File: src/rtl/deser_word_align.sv
// ---------------------------------------------------------------------------
// deser_word_align
//   Word aligner behind the single-lane deserializer. It searches bit offsets
//   0..WORD_SIZE-1 across two consecutive raw words until the ADC sync
//   pattern shows up MATCH_CNT times in a row, then locks that offset and
//   streams word-aligned data to the readout path.
//
//   State table:
//     ST_IDLE   | waiting for train_start, slip parked
//     ST_SETTLE | discarding SETTLE_WORDS words after a slip change
//     ST_CHECK  | comparing each window against SYNC_PATTERN
//     ST_LOCKED | offset found; slip frozen, mismatches ignored
//     ST_FAIL   | every offset tried without lock; waits for train_start
//
// Ports
//   clk            fabric word clock
//   rst            asynchronous, active-high reset
//   word_in        raw word from the deserializer
//   word_valid     1-cycle strobe, word_in holds a new word
//   train_start    1-cycle pulse, restart alignment from offset 0
//   aligned_data   slipped word, registered (1-clk latency)
//   aligned_valid  strobe qualifying aligned_data, only while locked
//   slip_offset    current slip offset
//   busy           training in progress (SETTLE or CHECK)
//   locked         alignment found, sticky until train_start or rst
//   train_fail     all offsets tried, sticky until train_start or rst
// ---------------------------------------------------------------------------
module deser_word_align #(
    parameter int                   WORD_SIZE    = 24,
    parameter logic [WORD_SIZE-1:0] SYNC_PATTERN = 24'hFFF000,
    parameter int                   MATCH_CNT    = 4,
    parameter int                   SETTLE_WORDS = 2
) (
    input  logic                 clk,
    input  logic                 rst,
    input  logic [WORD_SIZE-1:0] word_in,
    input  logic                 word_valid,
    input  logic                 train_start,
    output logic [WORD_SIZE-1:0] aligned_data,
    output logic                 aligned_valid,
    output logic [4:0]           slip_offset,
    output logic                 busy,
    output logic                 locked,
    output logic                 train_fail
);

    localparam int MCW = $clog2(MATCH_CNT + 1);
    localparam int SCW = (SETTLE_WORDS > 0) ? $clog2(SETTLE_WORDS + 1) : 1;
    localparam logic [MCW-1:0] MATCH_LAST  = MCW'(MATCH_CNT - 1);
    localparam logic [SCW-1:0] SETTLE_LAST = SCW'((SETTLE_WORDS > 0) ? SETTLE_WORDS - 1 : 0);
    localparam logic [4:0]     SLIP_LAST   = 5'(WORD_SIZE - 1);

    typedef enum logic [2:0] {
        ST_IDLE,
        ST_SETTLE,
        ST_CHECK,
        ST_LOCKED,
        ST_FAIL
    } state_t;

    state_t               state;
    logic [WORD_SIZE-1:0] prev_word;
    logic [4:0]           slip;
    logic [SCW-1:0]       settle_cnt;
    logic [MCW-1:0]       match_cnt;
    logic [2*WORD_SIZE-1:0] cat;
    logic [WORD_SIZE-1:0] window;

    // Older word sits in the MSBs; slip k takes the window starting k bits
    // below the top, so the tail of the window comes from the newer word.
    assign cat    = {prev_word, word_in};
    assign window = WORD_SIZE'((cat << slip) >> WORD_SIZE);

    assign slip_offset = slip;

    always_ff @(posedge clk or posedge rst) begin
        if (rst) begin
            state         <= ST_IDLE;
            prev_word     <= '0;
            slip          <= '0;
            settle_cnt    <= '0;
            match_cnt     <= '0;
            aligned_data  <= '0;
            aligned_valid <= 1'b0;
            busy          <= 1'b0;
            locked        <= 1'b0;
            train_fail    <= 1'b0;
        end else begin
            if (word_valid) begin
                prev_word    <= word_in;
                aligned_data <= window;
            end
            aligned_valid <= word_valid & locked;

            // train_start wins over any word arriving in the same cycle;
            // that word still updates prev_word but is never checked.
            if (train_start) begin
                state      <= ST_SETTLE;
                slip       <= '0;
                settle_cnt <= '0;
                match_cnt  <= '0;
                busy       <= 1'b1;
                locked     <= 1'b0;
                train_fail <= 1'b0;
            end else begin
                case (state)
                    ST_SETTLE: begin
                        if (SETTLE_WORDS == 0) begin
                            state     <= ST_CHECK;
                            match_cnt <= '0;
                        end else if (word_valid) begin
                            if (settle_cnt == SETTLE_LAST) begin
                                state     <= ST_CHECK;
                                match_cnt <= '0;
                            end else begin
                                settle_cnt <= settle_cnt + 1'b1;
                            end
                        end
                    end
                    ST_CHECK: begin
                        if (word_valid) begin
                            if (window == SYNC_PATTERN) begin
                                if (match_cnt == MATCH_LAST) begin
                                    state  <= ST_LOCKED;
                                    busy   <= 1'b0;
                                    locked <= 1'b1;
                                end else begin
                                    match_cnt <= match_cnt + 1'b1;
                                end
                            end else if (slip != SLIP_LAST) begin
                                slip       <= slip + 1'b1;
                                settle_cnt <= '0;
                                state      <= ST_SETTLE;
                            end else begin
                                // last offset exhausted: park at WORD_SIZE-1, no wrap
                                state      <= ST_FAIL;
                                busy       <= 1'b0;
                                train_fail <= 1'b1;
                            end
                        end
                    end
                    default: begin
                        // IDLE, LOCKED and FAIL only leave on train_start
                    end
                endcase
            end
        end
    end

endmodule
File: config.mk
export PLATFORM = sky130hd
export DESIGN_NAME = deser_word_align
export DESIGN_NICKNAME = d
export VERILOG_FILES = /design/src/rtl/deser_word_align.sv
export SDC_FILE = /design/constraint.sdc
export NUM_CORES = 1
export LEC_CHECK = 0
export ABC_AREA = 1
export CAP_MARGIN = 20
export CELL_PAD_IN_SITES_DETAIL_PLACEMENT = 0
export CELL_PAD_IN_SITES_GLOBAL_PLACEMENT = 1
export CORE_MARGIN = 2
export CORE_UTILIZATION = 41
export DETAILED_ROUTE_END_ITERATION = 16
export PLACE_DENSITY = 0.82
export RECOVER_POWER = 100
export SLEW_MARGIN = 25
export SYNTH_ARGS = -nofsm -noshare
export SYNTH_HDL_FRONTEND = slang
export SYNTH_SLANG_ARGS = --single-unit
File: constraint.sdc
create_clock -name clk -period 2.8 [get_ports clk]
set_clock_uncertainty 0.1 [all_clocks]
set_input_delay 0.28 -clock clk [delete_from_list [all_inputs] [get_ports clk]]
set_output_delay 0.28 -clock clk [all_outputs]
set_load 0.1 [all_outputs]
# After elaboration in Yosys (flattened, before gate mapping)
# Cells that the tools add are included.
# W data, S select, Z words.
# word_totals
reg_bits	65
input_bits	28
out_inout_bits	33
word_cells	90
# classes
addsub	3
n_eq_ne	19
n_shift	1
n_mux	43
bitwise_logic	1
n_reduce_logical	13
# op_table
cell	count
$shl A48 B5 Y48	1
$mux W3	13
$ne A3 B3 Y1 const B	9
$mux W5	5
$eq A24 B24 Y1 const B	1
$mux W1	16
$reduce_and A4 Y1	4
$mux W2	6
$pmux W3 S2	2
$reduce_and A6 Y1	2
$reduce_bool A2 Y1	5
$eq A3 B2 Y1 const B	2
$add A5 B1 Y5 const B	1
$ne A5 B5 Y1 const B	1
$reduce_and A5 Y1	1
$ne A2 B2 Y1 const B	2
$ne A4 B4 Y1 const B	1
$pmux W2 S2	1
$add A3 B1 Y3 const B	1
$eq A3 B1 Y1 const B	1
$ne A3 B2 Y1 const B	1
$reduce_bool A3 Y1	1
$add A2 B1 Y2 const B	1
$eq A2 B1 Y1 const B	1
$and A1 B1 Y1	1

# Depth between registers and ports, before layout
# Gate-level depths: netlist of run 1.
# logic_depth
ltp_word	6
ltp_mapped	19

# Least setup slack after synthesis of run 1
# No wires, ideal clock.
# synth_timing
path_kind	register to register
start	register slip[1], in the netlist slip_offset[1]
end	register match_cnt[0]
t_arrival_ns	2.628
required_ns	2.583
slack_ns	-0.045
stages_incl_launch_ff	18
n_path_buf	2
period_less_slack_ns	2.845
cell_sequence	dfrtp_1 buf_2 inv_2 buf_4 nand3_1 nand3_1 nand3_2 nand2_2 nand2_1 nand2_1 nor2_1 nand2_1 nor2_4 nand3_4 o21bai_4 nand2_2 nand2_1 nand2_1
# synth_between
elab_chain_len	4
# synth_lines
element	line_no	text
from (decl)	63	logic [4:0] slip;
from (signal assigned)	131	slip <= slip + 1'b1;
$shl A48 B5 Y48	72	assign window = WORD_SIZE'((cat << slip) >> WORD_SIZE);
$eq A24 B24 Y1	122	if (window == SYNC_PATTERN) begin
$ne A3 B3 Y1 (no source line)	n/a	
$reduce_and A6 Y1 (no source line)	n/a	
to (signal assigned)	128	match_cnt <= match_cnt + 1'b1;
to (decl)	65	logic [MCW-1:0] match_cnt;
# No other way between the ends.
# A chain may end at the register's enable or synchronous reset.

# Worst setup path after layout of run 1
# layout_timing
start	register slip[0], in the netlist slip_offset[0]
end	register match_cnt[2]
# Same word-level chain as after synthesis.

==> impl_metrics.csv, run 1 <==
group,metric,value,unit
power_and_ir_drop,sw_frac_of_total,55.7,%
synth,synthXorXnorAreaFrac,0,%
power_and_ir_drop,power_frac_comb,66.9,%
run,max-cap-violations,1,
setup_path,crit_path_end,"match_cnt[2]",
place,dp_hpwl,16600,um
power_and_ir_drop,ir_drop,0.621,mV
cts,cts.sinks,65,
floorplan,io-pin-count,61,
cells_and_area,synthToLayoutAreaGrowth,31.2,%
setup_path,critPathLaunchType,"register",
cts,clk_path_buf_depth,2,
cts,cts_hold_buf,0,
setup_path,cp_num_cells,18,
synth,ys_warn_count,0,
power_and_ir_drop,power_switching,4.57,mW
route,drt_iter0_markers,571,
cells_and_area,finish.net_count,1104,
timing,setup_tns,0,ps
setup_path,critPathLaunch,"slip_offset[0]",
power_and_ir_drop,p_clk_share,16.7,%
route,via_per_inst,5.61,
setup_path,cpPeakStageDelay,500,ps
timing,worst_pin_slew,1530,ps
synth,synthArstFlopShare,100,%
timing,slew_headroom,-1.82,%
floorplan,core-area,0.0145,mm2
power_and_ir_drop,power,8.19,mW
setup_path,path_max_fanout,7,
timing,fin_crit_sh,94.7,%
cts,cts.htree.levels,3,
route,wl_per_cell,18.0,um
timing,fin_crit,2650,ps
global_routing,grt_pass1_vias,6622,
setup_path,cpLargestDelayFamily,"simple AND/OR/NAND/NOR gates",
cts,ctsRootBufferMaster,"clkbuf_16",
cts,clk_latency,350,ps
floorplan,die_area,0.0158,mm2
global_routing,grt_max_degree,73,
power_and_ir_drop,p_int,3.63,mW
synth,syn_avg_cell_area,6.08,um2
global_routing,grt_pass1_wl,35400,um
route,final_antenna_net_count,0,
setup_path,reg2reg_from,"slip_offset[0]",
setup_path,crit_path_end_kind,"register",
setup_path,required,2940,ps
floorplan,die_w,126,um
synth,synth-seq-cells,65,
timing,setup_viol,0,
synth,ys_seq_area_share,26.8,%
synth,synth_compound_area_share,4.23,%
power_and_ir_drop,seqPwrFrac,16.4,%
setup_path,reg2reg_depth,18,
setup_path,path_cells,"inv_8 > buf_12 > buf_4 > nand2_1 > nand3_2 > nand3_4 > nand2_2 > nand2_1 > nand3_1 > nand2_2 > nor2_2 > nand2_2 > nor2_4 > nand3_4 > o21bai_4 > nand2_2 > nand2_1 > nand2_1",
route,remaining_drc_errors,0,
power_and_ir_drop,p_leak,3.85,nW
synth,synthSimpleGateAreaFrac,59.7,%
synth,synth_mux_area_share,0,%
synth,syn_area,0.00607,mm2
power_and_ir_drop,p_per_area,1030,mW/mm2
synth,synth_top_family_by_area,"simple AND/OR/NAND/NOR gates",
setup_path,cp_slowest_cell,"dfrtp_2",
place,gp_congestion,1.03,
floorplan,initial_utilization,41.9,%
synth,synthTopCellsByArea,"dfrtp_1 27%, nand2_1 25%, nand3_1 22%",
min_path,hp-class,"register to register",
setup_path,worst-path-buf-inv,3,
setup_path,arrival,2790,ps
outcome,violations,"capacitance limit, slew limit",
timing,timing.fmax,377,MHz
synth,yosysTopAreaCell,"dfrtp_1",
cells_and_area,antenna_cells,0,
synth,ys.flop_type,"dfrtp_1",
global_routing,gr-usage-all-layers,28.3,%
setup_path,path_class,"register to register",
setup_path,r2r_slack,150,ps
global_routing,grt_overflow,0,
cts,cts_tree,"built",
synth,synthesis.nets,1030,
cts,clkTransAtPathRegs,60,ps
cells_and_area,drive_gt1_share,24.2,%
synth,synth.lib_cells_used.distinct,28,
synth,synth_top_area_share,26.8,%
outcome,status,"finished, violations left",
route,via_count,7074,
synth,synthCells,998,
global_routing,antenna_found_initial,0,
floorplan,fp-row-count,44,
floorplan,fp.dieH,126,um
route,firstDrtPassIters,5,
setup_path,r2r-end,"match_cnt[2]",
cts,cts_buffers,9,
timing,slew_violations,27,
place,port_buffers,60,
timing,finalHoldViolCount,0,
synth,synthAdderAreaFrac,0.825,%
synth,synth_edf_count,0,
route,drt_wl_total,22800,um
metal layers:
layer | global-route usage [%] | share of wire [%]
met1 | 39.8 | 44
met3 | 5.65 | 6.7
met5 | 0 | 0
met2 | 42.7 | 45
met4 | 11.5 | 3.9
cells in the mapped netlist (3+ instances only):
library cell	count
nand3_2	36
buf_6	4
nor2_2	5
nor3_1	3
clkbuf_1	16
a21oi_1	7
nand2_2	20
dfrtp_1	65
inv_1	30
inv_2	3
buf_2	25
ha_1	4
nand4_1	6
nand2_1	405
nand3_1	270
o21ai_0	31
o21ai_1	8
buf_1	6
buf_4	7
nor2_1	35
nand3b_1	3
worst min path at each step:
stage / start / to / slack, ps / depth (start not counted)
2_1_floorplan: train_start / locked / 240 / 1
3_3_place_gp: settle_cnt[1] / settle_cnt[1] / 360 / 2
5_1_grt: aligned_data[17] / aligned_data[17] / 400 / 2
4_1_cts: rst / prev_word[13] / 230 / 3
3_5_place_dp: settle_cnt[1] / settle_cnt[1] / 360 / 2
6_report: settle_cnt[1] / settle_cnt[1] / 370 / 2
registers in the layout, indices dropped and copies added, names as in the netlist:
register,cells
aligned_data,24
prev_word,24
slip_offset,5
state,3
aligned_valid,1
busy,1
locked,1
train_fail,1
settle_cnt,2
match_cnt,3
cell families after synthesis:
logic type                 Yosys count
AOI/OAI and AO/OA                   48
adders and majority gates            4
DFF                                 65
and+or+nand+nor                    785
buffers and inverters               96
final cells by class:
class	count	area, um2
clock buffers	10	239
clock inverters	6	115
fillers	1523	6520
inverters	34	135
multi-input cells	838	4540
flip-flops and latches	65	1630
well taps	184	230
repair buffers	124	1070
worst min-delay path, cell delays in order (launching register included):
cell and delay, ps:
dfrtp_1 340, nand2_1 50, nand2_1 40
power by group through the flow:
stage                     logic [mW]  registers [mW]  clock network [mW]
after global routing            5.91            1.38                1.42
after detailed placement        5.06            1.36                   0
after CTS                       5.07            1.35                1.38
after global placement          5.05            1.36                   0
after floorplan                 2.39            2.56                   0
final                           5.48            1.34                1.36
cells in the final DEF, fill, tap and decap left out, drive strengths merged:
| master | count |
|---|---|
| nand4 | 6 |
| buf | 59 |
| clkinvlp | 1 |
| bufinv | 3 |
| dlygate4sd3 | 2 |
| a21oi | 7 |
| o21ai | 39 |
| ha | 4 |
| inv | 34 |
| clkbuf | 48 |
| nand2 | 425 |
| o31ai | 1 |
| nand3 | 308 |
| nor2 | 41 |
| nor3 | 3 |
| o21bai | 1 |
| clkinv | 2 |
| dfrtp | 65 |
| clkdlybuf4s50 | 25 |
| nand3b | 3 |
per-stage QoR:
step	utilization, %	area (um2)	hold WS [ps]	setup WS [ps]	cells
floorplan	-	6070	243	9.10	998
global placement	48.3	7000	361	22.3	1237
detailed placement	48.3	7000	361	28.8	1237
CTS	50.8	7350	229	39.4	1253
global route	55.0	7960	405	-79.7	1261
finish	55.0	7960	370	147	1261
what timing repair did:
action	4_1_cts	5_1_grt
endpoints found under the setup margin	0	16
gates resized for setup	0	132
setup buffers	0	4
Power figures use the tool's default switching activity.
==> inputs of run 2 (changes only) <==
Settings changed: CELL_PAD_IN_SITES_DETAIL_PLACEMENT 0 to 1.
==> run 2 against run 1 <==
  * The run still ends with capacitance limit, slew limit left
  * First-iteration DRC count is 27% higher
  * Design area is 4.4% higher
  * Via count is 10% higher
  * Critical path type unchanged
==> impl_metrics.csv, run 2 (same netlist as run 1, synthesis figures left out) <==
group,metric,value,unit
outcome,status,"finished, violations left",
outcome,violations,"capacitance limit, slew limit",
setup_path,critPathLaunchType,"register",
global_routing,busiest_layer,"met2",
global_routing,grt_pass1_wl,40200,um
setup_path,r2r-end,"settle_cnt[0]",
setup_path,r2r_slack,2,ps
place,dp_hpwl,18600,um
power_and_ir_drop,p_per_area,1040,mW/mm2
floorplan,io-pin-count,61,
timing,slew_headroom,-9.10,%
setup_path,reg2reg_depth,18,
global_routing,grt_pass1_vias,7408,
cts,cts_tree,"built",
route,via_count,7794,
timing,fin_crit_sh,99.9,%
cells_and_area,antenna_cells,0,
power_and_ir_drop,ir_drop,0.658,mV
floorplan,fp-row-count,44,
setup_path,path_max_fanout,8,
timing,grt_setup_unrepaired,"yes",
cells_and_area,drive_gt1_share,30.5,%
timing,setup_viol,0,
route,firstDrtPassIters,5,
route,drt_wl_total,28500,um
cells_and_area,finish.net_count,1111,
cts,clkTransAtPathRegs,60,ps
setup_path,critPathLaunch,"slip_offset[0]",
cts,cts.sinks,65,
global_routing,antenna_found_initial,0,
cells_and_area,final_cell_mix,"365 x nand2_1, 148 x nand3_1, 136 x nand3_2",
global_routing,use_met3,4.29,%
setup_path,crit_path_end_kind,"register",
floorplan,initial_utilization,41.9,%
global_routing,grt_overflow,0,
setup_path,arrival,3000,ps
floorplan,die_area,0.0158,mm2
cells_and_area,synthToLayoutAreaGrowth,37.0,%
cts,clk_latency,360,ps
place,gp_congestion,1.03,
global_routing,grt_max_degree,73,
route,wl_per_cell,22.5,um
setup_path,reg2reg_from,"slip_offset[0]",
power_and_ir_drop,p_leak,3.98,nW
route,remaining_drc_errors,0,
cts,cts_hold_buf,0,
global_routing,grt_use_met2,51.9,%
timing,slew_violations,27,
setup_path,cp_slowest_cell,"dfrtp_2",
cells_and_area,final_util,57.4,%
route,drt_iter0_markers,724,
timing,fin_hold_ws,380,ps
route,final_antenna_net_count,0,
place,port_buffers,60,
cts,ctsRootBufferMaster,"clkbuf_16",
cts,cts_buffers,9,
cells_and_area,final_common_cell,"nand2_1",
setup_path,cpPeakStageDelay,520,ps
setup_path,crit_path_end,"settle_cnt[0]",
setup_path,required,3000,ps
timing,fin_crit,2800,ps
timing,finalHoldViolCount,0,
global_routing,gr-usage-all-layers,31.9,%
floorplan,fp.dieH,126,um
cells_and_area,n_fill_cell,1907,
setup_path,cpMostUsedCell,"nand2_1",
global_routing,grtUsageMet1,43.1,%
setup_path,path_class,"register to register",
min_path,hp-class,"register to register",
setup_path,path_cells,"inv_8 > clkbuf_16 > nand2_2 > nand3_2 > nand3_1 > buf_4 > nand2_1 > nand2_1 > nand3_1 > nand2_1 > nand2_1 > nor2_2 > nand2_2 > nor2_4 > nand4_1 > nand3_1 > nand2_1 > nand2_1",
run,max-cap-violations,1,
cts,clk_path_buf_depth,2,
cts,cts.htree.levels,3,
floorplan,die_w,126,um
route,via_per_inst,6.15,
timing,timing.fmax,357,MHz
timing,worst_pin_slew,1640,ps
floorplan,core-area,0.0145,mm2
run 2: worst min path at each step:
stage                              from        endpoint  slack (ps)  depth (start not counted)
after CTS                           rst  slip_offset[3]         230                          3
after floorplan             train_start          locked         240                          1
after global routing      prev_word[23]   prev_word[23]         400                          2
final                     prev_word[23]   prev_word[23]         380                          2
after detailed placement  prev_word[23]   prev_word[23]         370                          2
after global placement    settle_cnt[1]   settle_cnt[1]         360                          2
run 2: routing by layer:
layer | vias to the layer above | part of all wire (%)
met4 | 0 | 4.4
met1 | 3854 | 41
met3 | 98 | 6.7
li1 | 3483 | -
met2 | 359 | 48
met5 | - | 0
run 2: layout make-up:
type / instances / area, um2 / area share [%]
inverters: 34 / 135 / 1.63
multi-input cells: 838 / 4870 / 58.5
clock inverters: 7 / 77.6 / 0.933
clock buffers: 9 / 225 / 2.71
flip-flops and latches: 65 / 1630 / 19.6
repair buffers: 131 / 1150 / 13.8
well taps: 184 / 230 / 2.77
run 2: power by group:
part / switching [mW] / internal (mW)
sequential: 0.188 / 1.18
clock: 0.518 / 0.698
combinational: 4.34 / 1.68
total: 5.05 / 3.55
run 2: through the flow:
step | setup WS (ps) | std cells | setup TNS, ps | power, mW | cell area, um2
finish | 1.57 | 1268 | 0 | 8.60 | 8310
global route | -101 | 1268 | -795 | 9.03 | 8310
CTS | 16.1 | 1254 | 0 | 7.76 | 7320
detailed placement | -76.9 | 1237 | -293 | 6.52 | 7000
global placement | 22.3 | 1237 | 0 | 6.41 | 7000
floorplan | 9.10 | 998 | 0 | 4.95 | 6070
run 2: timing repair:
item / CTS / global route
resized for setup: 3 / 205
setup endpoints to repair: 11 / 15
cloned: 0 / 5
buffers inserted: 1 / 9
pin swaps: 1 / 51
run 2: critical path, delay by kind of cell (launching register included):
family                 cells  cell delay (ps)
buffers and inverters      3              430
flip-flops                 1              520
AND/OR/NAND/NOR           15             1650
==> inputs of run 3 (changes only) <==
Settings changed: HOLD_SLACK_MARGIN from default to 0.02.
==> results of run 3 <==
No change in the layout: final DEF, timing and power equal those of run 2.
